$ cat src/rtl/priority_admit_pkg.sv
// Shared definitions for the priority admission block.
// Holds the parameter defaults, the width derivations for the class index
// and the aging counters, and the saturating add/subtract helper used by
// every per-class pending counter.
package priority_admit_pkg;

  localparam int N_CLASS_DEF = 3;
  localparam int CNT_W_DEF   = 8;
  localparam int AGE_LIM_DEF = 4;
  localparam int THRESH_DEF  = 16;

  // A single class still needs a one-bit index so the ports never collapse
  // to zero width.
  function automatic int clsWidth(input int nClass);
    return (nClass <= 2) ? 1 : $clog2(nClass);
  endfunction

  // Enough bits to hold the aging limit itself.
  function automatic int waitWidth(input int ageLim);
    return (ageLim < 1) ? 1 : $clog2(ageLim + 1);
  endfunction

  // base + addVal - subVal, floored at 0 and clamped at limit. The sum is
  // formed one bit wider so it cannot wrap before the clamp is applied.
  // Counters up to 31 bits wide fit through this helper.
  function automatic logic [31:0] satAddSub(input logic [31:0] base,
                                            input logic [31:0] addVal,
                                            input logic [31:0] subVal,
                                            input logic [31:0] limit);
    logic [32:0] sum;
    sum = {1'b0, base} + {1'b0, addVal};
    if (sum < {1'b0, subVal}) begin
      return '0;
    end
    sum = sum - {1'b0, subVal};
    if (sum > {1'b0, limit}) begin
      return limit;
    end
    return sum[31:0];
  endfunction

endpackage

$ cat src/rtl/priority_admit_class_ctr.sv
// class_ctr: pending and aging state for one priority class.
// Ports:
//   i_clk, i_reset_n   clock and synchronous active-low reset
//   i_arr              arrivals for this class (already gated by arr_valid)
//   i_served           this class wins the service slot this cycle
//   i_srvEn            a service slot is offered this cycle
//   o_pending          registered pending count
//   o_nextPending      value pending takes at the next edge (for the total)
//   o_aged             wait counter has reached the aging limit
//   o_satHit           this cycle's update would exceed the counter range
module class_ctr
  import priority_admit_pkg::*;
#(
  parameter int CNT_W   = CNT_W_DEF,
  parameter int AGE_LIM = AGE_LIM_DEF
) (
  input  logic             i_clk,
  input  logic             i_reset_n,
  input  logic [CNT_W-1:0] i_arr,
  input  logic             i_served,
  input  logic             i_srvEn,
  output logic [CNT_W-1:0] o_pending,
  output logic [CNT_W-1:0] o_nextPending,
  output logic             o_aged,
  output logic             o_satHit
);

  localparam int WAIT_W = waitWidth(AGE_LIM);
  localparam logic [CNT_W-1:0]  MAX_VAL = '1;
  localparam logic [WAIT_W-1:0] AGE_VAL = WAIT_W'(AGE_LIM);

  logic [CNT_W-1:0]  r_pending;
  logic [WAIT_W-1:0] r_wait;
  logic [CNT_W:0]    w_sum;
  logic [CNT_W:0]    w_ceiling;

  // Saturation means pending + arrivals - served lands above MAX_VAL; the
  // comparison is rearranged so nothing needs a signed intermediate.
  assign w_sum         = {1'b0, r_pending} + {1'b0, i_arr};
  assign w_ceiling     = {1'b0, MAX_VAL} + {{CNT_W{1'b0}}, i_served};
  assign o_satHit      = (w_sum > w_ceiling);
  assign o_nextPending = CNT_W'(satAddSub(32'(r_pending), 32'(i_arr),
                                          32'(i_served), 32'(MAX_VAL)));

  // Wait counts offered-but-lost slots while work is pending and is
  // cleared as soon as the class is served or has nothing pending.
  always_ff @(posedge i_clk) begin
    if (!i_reset_n) begin
      r_pending <= '0;
      r_wait    <= '0;
    end else begin
      r_pending <= o_nextPending;
      if (i_served || (r_pending == '0)) begin
        r_wait <= '0;
      end else if (i_srvEn && (r_wait != AGE_VAL)) begin
        r_wait <= r_wait + WAIT_W'(1);
      end
    end
  end

  assign o_pending = r_pending;
  assign o_aged    = (r_wait == AGE_VAL);

endmodule

$ cat src/rtl/priority_admit.sv
// priority_admit: strict-priority service arbiter with aging, per-class
// pending counters, a congestion flag and a sticky saturation flag.
// Ports:
//   clk, reset_n   clock and synchronous active-low reset
//   arr_valid      arr_cnt carries valid arrivals this cycle
//   arr_cnt        packed per-class arrival counts, class i at [i*CNT_W +: CNT_W]
//   srv_en         one service slot offered this cycle
//   srv_valid      registered: a request was served on the last edge
//   srv_class      registered: class served, 0 when nothing was served
//   pend_total     registered sum of all pending counters
//   res            registered congestion flag, pend_total >= THRESH
//   ovf            sticky: some pending counter saturated since reset
module priority_admit
  import priority_admit_pkg::*;
#(
  parameter int N_CLASS = N_CLASS_DEF,
  parameter int CNT_W   = CNT_W_DEF,
  parameter int AGE_LIM = AGE_LIM_DEF,
  parameter int THRESH  = THRESH_DEF,
  localparam int CLS_W  = clsWidth(N_CLASS)
) (
  input  logic                     clk,
  input  logic                     reset_n,
  input  logic                     arr_valid,
  input  logic [N_CLASS*CNT_W-1:0] arr_cnt,
  input  logic                     srv_en,
  output logic                     srv_valid,
  output logic [CLS_W-1:0]         srv_class,
  output logic [CNT_W+CLS_W-1:0]   pend_total,
  output logic                     res,
  output logic                     ovf
);

  localparam int TOT_W = CNT_W + CLS_W;

  logic [CNT_W-1:0] w_pending     [N_CLASS];
  logic [CNT_W-1:0] w_nextPending [N_CLASS];
  logic [N_CLASS-1:0] w_eligible;
  logic [N_CLASS-1:0] w_aged;
  logic [N_CLASS-1:0] w_satHit;
  logic [N_CLASS-1:0] w_served;

  logic             w_anyElig;
  logic             w_anyAged;
  logic [CLS_W-1:0] w_normClass;
  logic [CLS_W-1:0] w_agedClass;
  logic [CLS_W-1:0] w_selClass;
  logic             w_grant;
  logic [TOT_W-1:0] w_nextTotal;

  logic             r_srvValid;
  logic [CLS_W-1:0] r_srvClass;
  logic [TOT_W-1:0] r_pendTotal;
  logic             r_res;
  logic             r_ovf;

  for (genvar g = 0; g < N_CLASS; g++) begin : gen_class
    class_ctr #(
      .CNT_W  (CNT_W),
      .AGE_LIM(AGE_LIM)
    ) u_ctr (
      .i_clk        (clk),
      .i_reset_n    (reset_n),
      .i_arr        (arr_valid ? arr_cnt[g*CNT_W +: CNT_W] : '0),
      .i_served     (w_served[g]),
      .i_srvEn      (srv_en),
      .o_pending    (w_pending[g]),
      .o_nextPending(w_nextPending[g]),
      .o_aged       (w_aged[g]),
      .o_satHit     (w_satHit[g])
    );
    assign w_eligible[g] = |w_pending[g];
    assign w_served[g]   = w_grant && (w_selClass == CLS_W'(g));
  end

  // Ascending scan so the last hit is the highest index; an aged eligible
  // class overrides plain priority. Only registered state feeds this, so
  // same-cycle arrivals cannot win the slot.
  always_comb begin
    w_anyElig   = 1'b0;
    w_anyAged   = 1'b0;
    w_normClass = '0;
    w_agedClass = '0;
    for (int i = 0; i < N_CLASS; i++) begin
      if (w_eligible[i]) begin
        w_anyElig   = 1'b1;
        w_normClass = CLS_W'(i);
        if (w_aged[i]) begin
          w_anyAged   = 1'b1;
          w_agedClass = CLS_W'(i);
        end
      end
    end
    w_selClass = w_anyAged ? w_agedClass : w_normClass;
  end

  assign w_grant = srv_en && w_anyElig;

  // Total of the post-update counters so pend_total and res move on the
  // same edge as the counters themselves.
  always_comb begin
    w_nextTotal = '0;
    for (int i = 0; i < N_CLASS; i++) begin
      w_nextTotal = w_nextTotal + TOT_W'(w_nextPending[i]);
    end
  end

  always_ff @(posedge clk) begin
    if (!reset_n) begin
      r_srvValid  <= 1'b0;
      r_srvClass  <= '0;
      r_pendTotal <= '0;
      r_res       <= 1'b0;
      r_ovf       <= 1'b0;
    end else begin
      r_srvValid  <= w_grant;
      r_srvClass  <= w_grant ? w_selClass : '0;
      r_pendTotal <= w_nextTotal;
      r_res       <= (w_nextTotal >= TOT_W'(THRESH));
      r_ovf       <= r_ovf | (|w_satHit);
    end
  end

  assign srv_valid  = r_srvValid;
  assign srv_class  = r_srvClass;
  assign pend_total = r_pendTotal;
  assign res        = r_res;
  assign ovf        = r_ovf;

endmodule

$ cat config.mk
export PLATFORM = sky130hd
export DESIGN_NAME = priority_admit
export DESIGN_NICKNAME = d
export VERILOG_FILES = /design/src/rtl/priority_admit_pkg.sv /design/src/rtl/priority_admit_class_ctr.sv /design/src/rtl/priority_admit.sv
export SDC_FILE = /design/constraint.sdc
export NUM_CORES = 1
export LEC_CHECK = 0
export ABC_AREA = 0
export CAP_MARGIN = 5
export CELL_PAD_IN_SITES_DETAIL_PLACEMENT = 1
export CELL_PAD_IN_SITES_GLOBAL_PLACEMENT = 2
export CORE_ASPECT_RATIO = 0.9
export CORE_MARGIN = 2
export CORE_UTILIZATION = 40
export DETAILED_ROUTE_END_ITERATION = 8
export PLACE_DENSITY_LB_ADDON = 0.1
export SYNTH_ARGS = -nofsm -noshare
export SYNTH_HDL_FRONTEND = slang
export SYNTH_HIERARCHICAL = 1
export SYNTH_SLANG_ARGS = --single-unit
$ cat constraint.sdc
create_clock -name clk -period 15.1 [get_ports clk]
set_input_delay 3.02 -clock clk [delete_from_list [all_inputs] [get_ports clk]]
set_output_delay 3.02 -clock clk [all_outputs]
set_load 0.05 [all_outputs]
==> metrics.csv <==
stage,metric,value,unit
status,result of the run,finished clean,
global_route,residual overflow from global routing,0,
cts,setup repair bufs after CTS,0,
critical_path,CP Launch Type,primary input,
critical_path,endpoint type of the worst setup path,flop,
floorplan,total die area,14400,um^2
min_path,worst hold path class,flop to flop,
synth,largest family of logic cells by synthesized area,simple AND/OR/NAND/NOR gates,
synth,main flop type after synthesis,sky130_fd_sc_hd__dfxtp_1,
min_path,hold-critical path depth,1,
sta,clock skew after layout,0.00380,ns
synth,XOR/XNOR share of the synthesized area,6.13,%
sta,Slew @ Worst Pin,0.833,ns
sta,minimum period implied by the final worst setup slack,8.90,ns
critical_path,FF-to-FF End,res,
floorplan,horizontal extent of the die,126,um
routing,first drt pass iteration count,4,
synth,Syn Nets,732,
cts,CTS Root Buffer Type,sky130_fd_sc_hd__clkbuf_16,
cells_and_area,share of final-layout standard cells stronger than drive strength 1,9.19,%
cts,post-cts hold buffer count,0,
routing,routed via count divided by cell count,5.66,
global_route,global router's overall resource usage,22.2,%
global_route,antenna violations before repair,0,
synth,post-synthesis area per instance,8.64,um^2
floorplan,area inside the core boundary,13200,um^2
cells_and_area,"leading cell type in the layout, fill and taps excluded",sky130_fd_sc_hd__ha_1,
routing,Iteration-0 DRC Markers,163,
synth,post-synthesis adder-cell area fraction,21.0,%
critical_path,reg2reg setup slack,8.89,ns
critical_path,cell type group with the largest total delay on the critical path,adder cells,
min_path,hold_sp,ovf,
sta,final total negative setup slack,0,ns
critical_path,worst r2r src,gen_class[0].u_ctr/o_pending[4],
cells_and_area,layout overhead on the synthesized area,14.4,%
routing,sum of routed wire length over all layers,15300,um
cells_and_area,"commonest cells after routing, fill and taps aside","sky130_fd_sc_hd__ha_1 (70), sky130_fd_sc_hd__dfxtp_1 (48), sky130_fd_sc_hd__nor2_1 (47)",
critical_path,most numerous cell on the critical path,sky130_fd_sc_hd__fa_1,
placed_design,count of buffers from port buffering,42,
global_route,first-pass GRT wire length,25700,um
sta,final number of max-transition violations,0,
synth,Synth Area in Simple Gates,25.1,%
cts,count of instances resized after the clock tree is built,0,
global_route,largest net degree at the start of global routing,35,
sta,setup repair after global routing missed its margin,no,
critical_path,CP Cell Sequence,clkdlybuf4s50_1 > and2_1 > ha_1 > fa_1 > xnor2_2 > inv_2 > nor4_2 > o22ai_2 > or4_4 > o21ai_2 > a21oi_1 > fa_1 > ha_1 > inv_1 > fa_1 > nand2b_1 > a21oi_1 > mux2i_1 > a211oi_1 > o31a_1,
sta,relative slew slack,44.3,%
floorplan,die height,114,um
synth,Yosys warnings,6,
synth,multiplexer fraction of the synthesized cell area,0.932,%
floorplan,cell row count,40,
critical_path,maximum fanout along the worst path,24,
cts,Clock Latency Late Sink,0.30,ns
critical_path,Setup Crit Path Kind,primary input to flop,
routing,Detail Route Antenna Nets,0,
placed_design,half-perimeter wire length after detailed placement,12700,um
placed_design,RD Place Congestion,0.831,
cells_and_area,ANT cells,0,
global_route,via count of the first global-routing pass,4987,
synth,share of synthesized registers carrying an async set or reset,0,%
critical_path,slowest CP cell,sky130_fd_sc_hd__clkdlybuf4s50_1,
cts,maximum number of buffers from clock root to sink,2,
sta,final cycle utilization of the critical path,59.0,%
critical_path,number of buffer and inverter stages on the critical path,3,
cts,clock tree from TritonCTS,yes,
job,max capacitance violation total,0,
sta,number of failing setup endpoints in the final timing report,0,
cells_and_area,count of nets after finishing,773,
critical_path,required time at the endpoint of the critical path,15.29,ns
cts,CTS clock-pin slew for the worst setup and hold paths,0.07,ns
critical_path,data arrival at the endpoint of the critical path,9.09,ns
floorplan,number of primary I/O pins,43,
sta,number of hold violations in the final report,0,
routing,DRC viols,0,
floorplan,initial core utilization,40.7,%
synth,number of distinct library cells after synthesis,78,
sta,maximum clock rate,112,MHz
critical_path,Slowest Stage Delay on Critical Path,0.86,ns
synth,count of flip-flops with a built-in enable after synthesis,0,
synth,cell area after synthesis,5370,um^2
routing,WL per Instance,18.3,um
synth,Compound-Gate Fraction of Synth Area,24.2,%
synth,register area share after synthesis,17.9,%
synth,number of flip-flops and latches in the synthesized netlist,48,
cts,H-tree depth reported by CTS,2,
cts,TritonCTS Sinks,48,
cts,cts bufs inserted,5,
min_path,worst hold endpoint,ovf,
synth,Mapped Cells,622,
routing,number of vias in the routed layout,4712,
critical_path,length in cells of the worst reg-to-reg path,23,
[state kept, by name, indices dropped and copies added (netlist names)]
register,flops
gen_class.u_ctr/o_pending,24
pend_total,10
srv_class,2
gen_class.u_ctr/r_wait,9
ovf,1
res,1
srv_valid,1
[through the flow]
step | utilization (%) | setup WS (ns) | hold slack, ns | instances | cell area (um^2)
floorplan | - | 7.29 | 0.471 | 622 | 5370
global placement | 45.1 | 6.17 | 0.458 | 824 | 5950
detailed placement | 45.1 | 5.84 | 0.486 | 824 | 5950
CTS | 46.5 | 6.16 | 0.507 | 832 | 6150
global route | 46.5 | 5.67 | 0.533 | 832 | 6150
finish | 46.5 | 6.20 | 0.494 | 832 | 6150
[Yosys cell counts (6+ instances only)]
master	number	share of area (%)
sky130_fd_sc_hd__o211a_1	6	1.1
sky130_fd_sc_hd__nor3_1	9	0.84
sky130_fd_sc_hd__nor2_1	47	3.3
sky130_fd_sc_hd__nor4_1	11	1.3
sky130_fd_sc_hd__nand2b_1	6	0.70
sky130_fd_sc_hd__ha_1	70	16
sky130_fd_sc_hd__nor3b_1	11	1.5
sky130_fd_sc_hd__and3_1	11	1.3
sky130_fd_sc_hd__inv_1	40	2.8
sky130_fd_sc_hd__a21oi_1	40	3.7
sky130_fd_sc_hd__dfxtp_1	48	18
sky130_fd_sc_hd__nand2_1	19	1.3
sky130_fd_sc_hd__or4_1	6	0.84
sky130_fd_sc_hd__nor2b_1	18	2.1
sky130_fd_sc_hd__a21o_1	6	0.84
sky130_fd_sc_hd__o21a_1	20	2.8
sky130_fd_sc_hd__o21ai_0	17	1.6
sky130_fd_sc_hd__and2_1	44	5.1
sky130_fd_sc_hd__nand4_1	6	0.70
sky130_fd_sc_hd__xor2_1	8	1.3
sky130_fd_sc_hd__o21ai_1	6	0.56
sky130_fd_sc_hd__xnor2_1	19	3.1
sky130_fd_sc_hd__fa_1	12	4.5
sky130_fd_sc_hd__nand3_1	16	1.5
[layer usage]
layer / global-route usage [%] / up-vias / wire [um]
li1: - / 2358 / -
met1: 31.9 / 2291 / 7750
met2: 36.7 / 52 / 7000
met3: 2.58 / 11 / 399
met4: 3.22 / 0 / 104
met5: 0 / - / 0
[cell families after synthesis]
group,Yosys count
AO/OA/AOI/OAI,167
XOR/XNOR,32
adder cells (fa/ha/maj),83
buffers and inverters,58
flip-flops,48
multiplexers,5
AND/OR/NAND/NOR,229
[cell type report]
type,instances,area (um^2)
inverters,48,190
flip-flops and latches,48,961
repair buffers,44,435
clock buffers,5,125
fillers,1564,7070
multi-input cells,516,4160
clock inverters,3,68.8
well taps,168,210
[worst max path at each step]
| stage | startpoint | endpoint | slack (ns) | depth (start not counted) |
|---|---|---|---|---|
| floorplan | arr_valid | res | 7.29 | 20 |
| global route | arr_valid | res | 5.67 | 20 |
| CTS | arr_valid | res | 6.16 | 20 |
| detailed placement | arr_valid | res | 5.84 | 20 |
| global placement | arr_valid | res | 6.17 | 20 |
| finish | arr_valid | res | 6.20 | 20 |
Power is left out: the tool's default activity adds up to more than one toggle a clock period on the data nets, which glitch-free logic cannot reach.
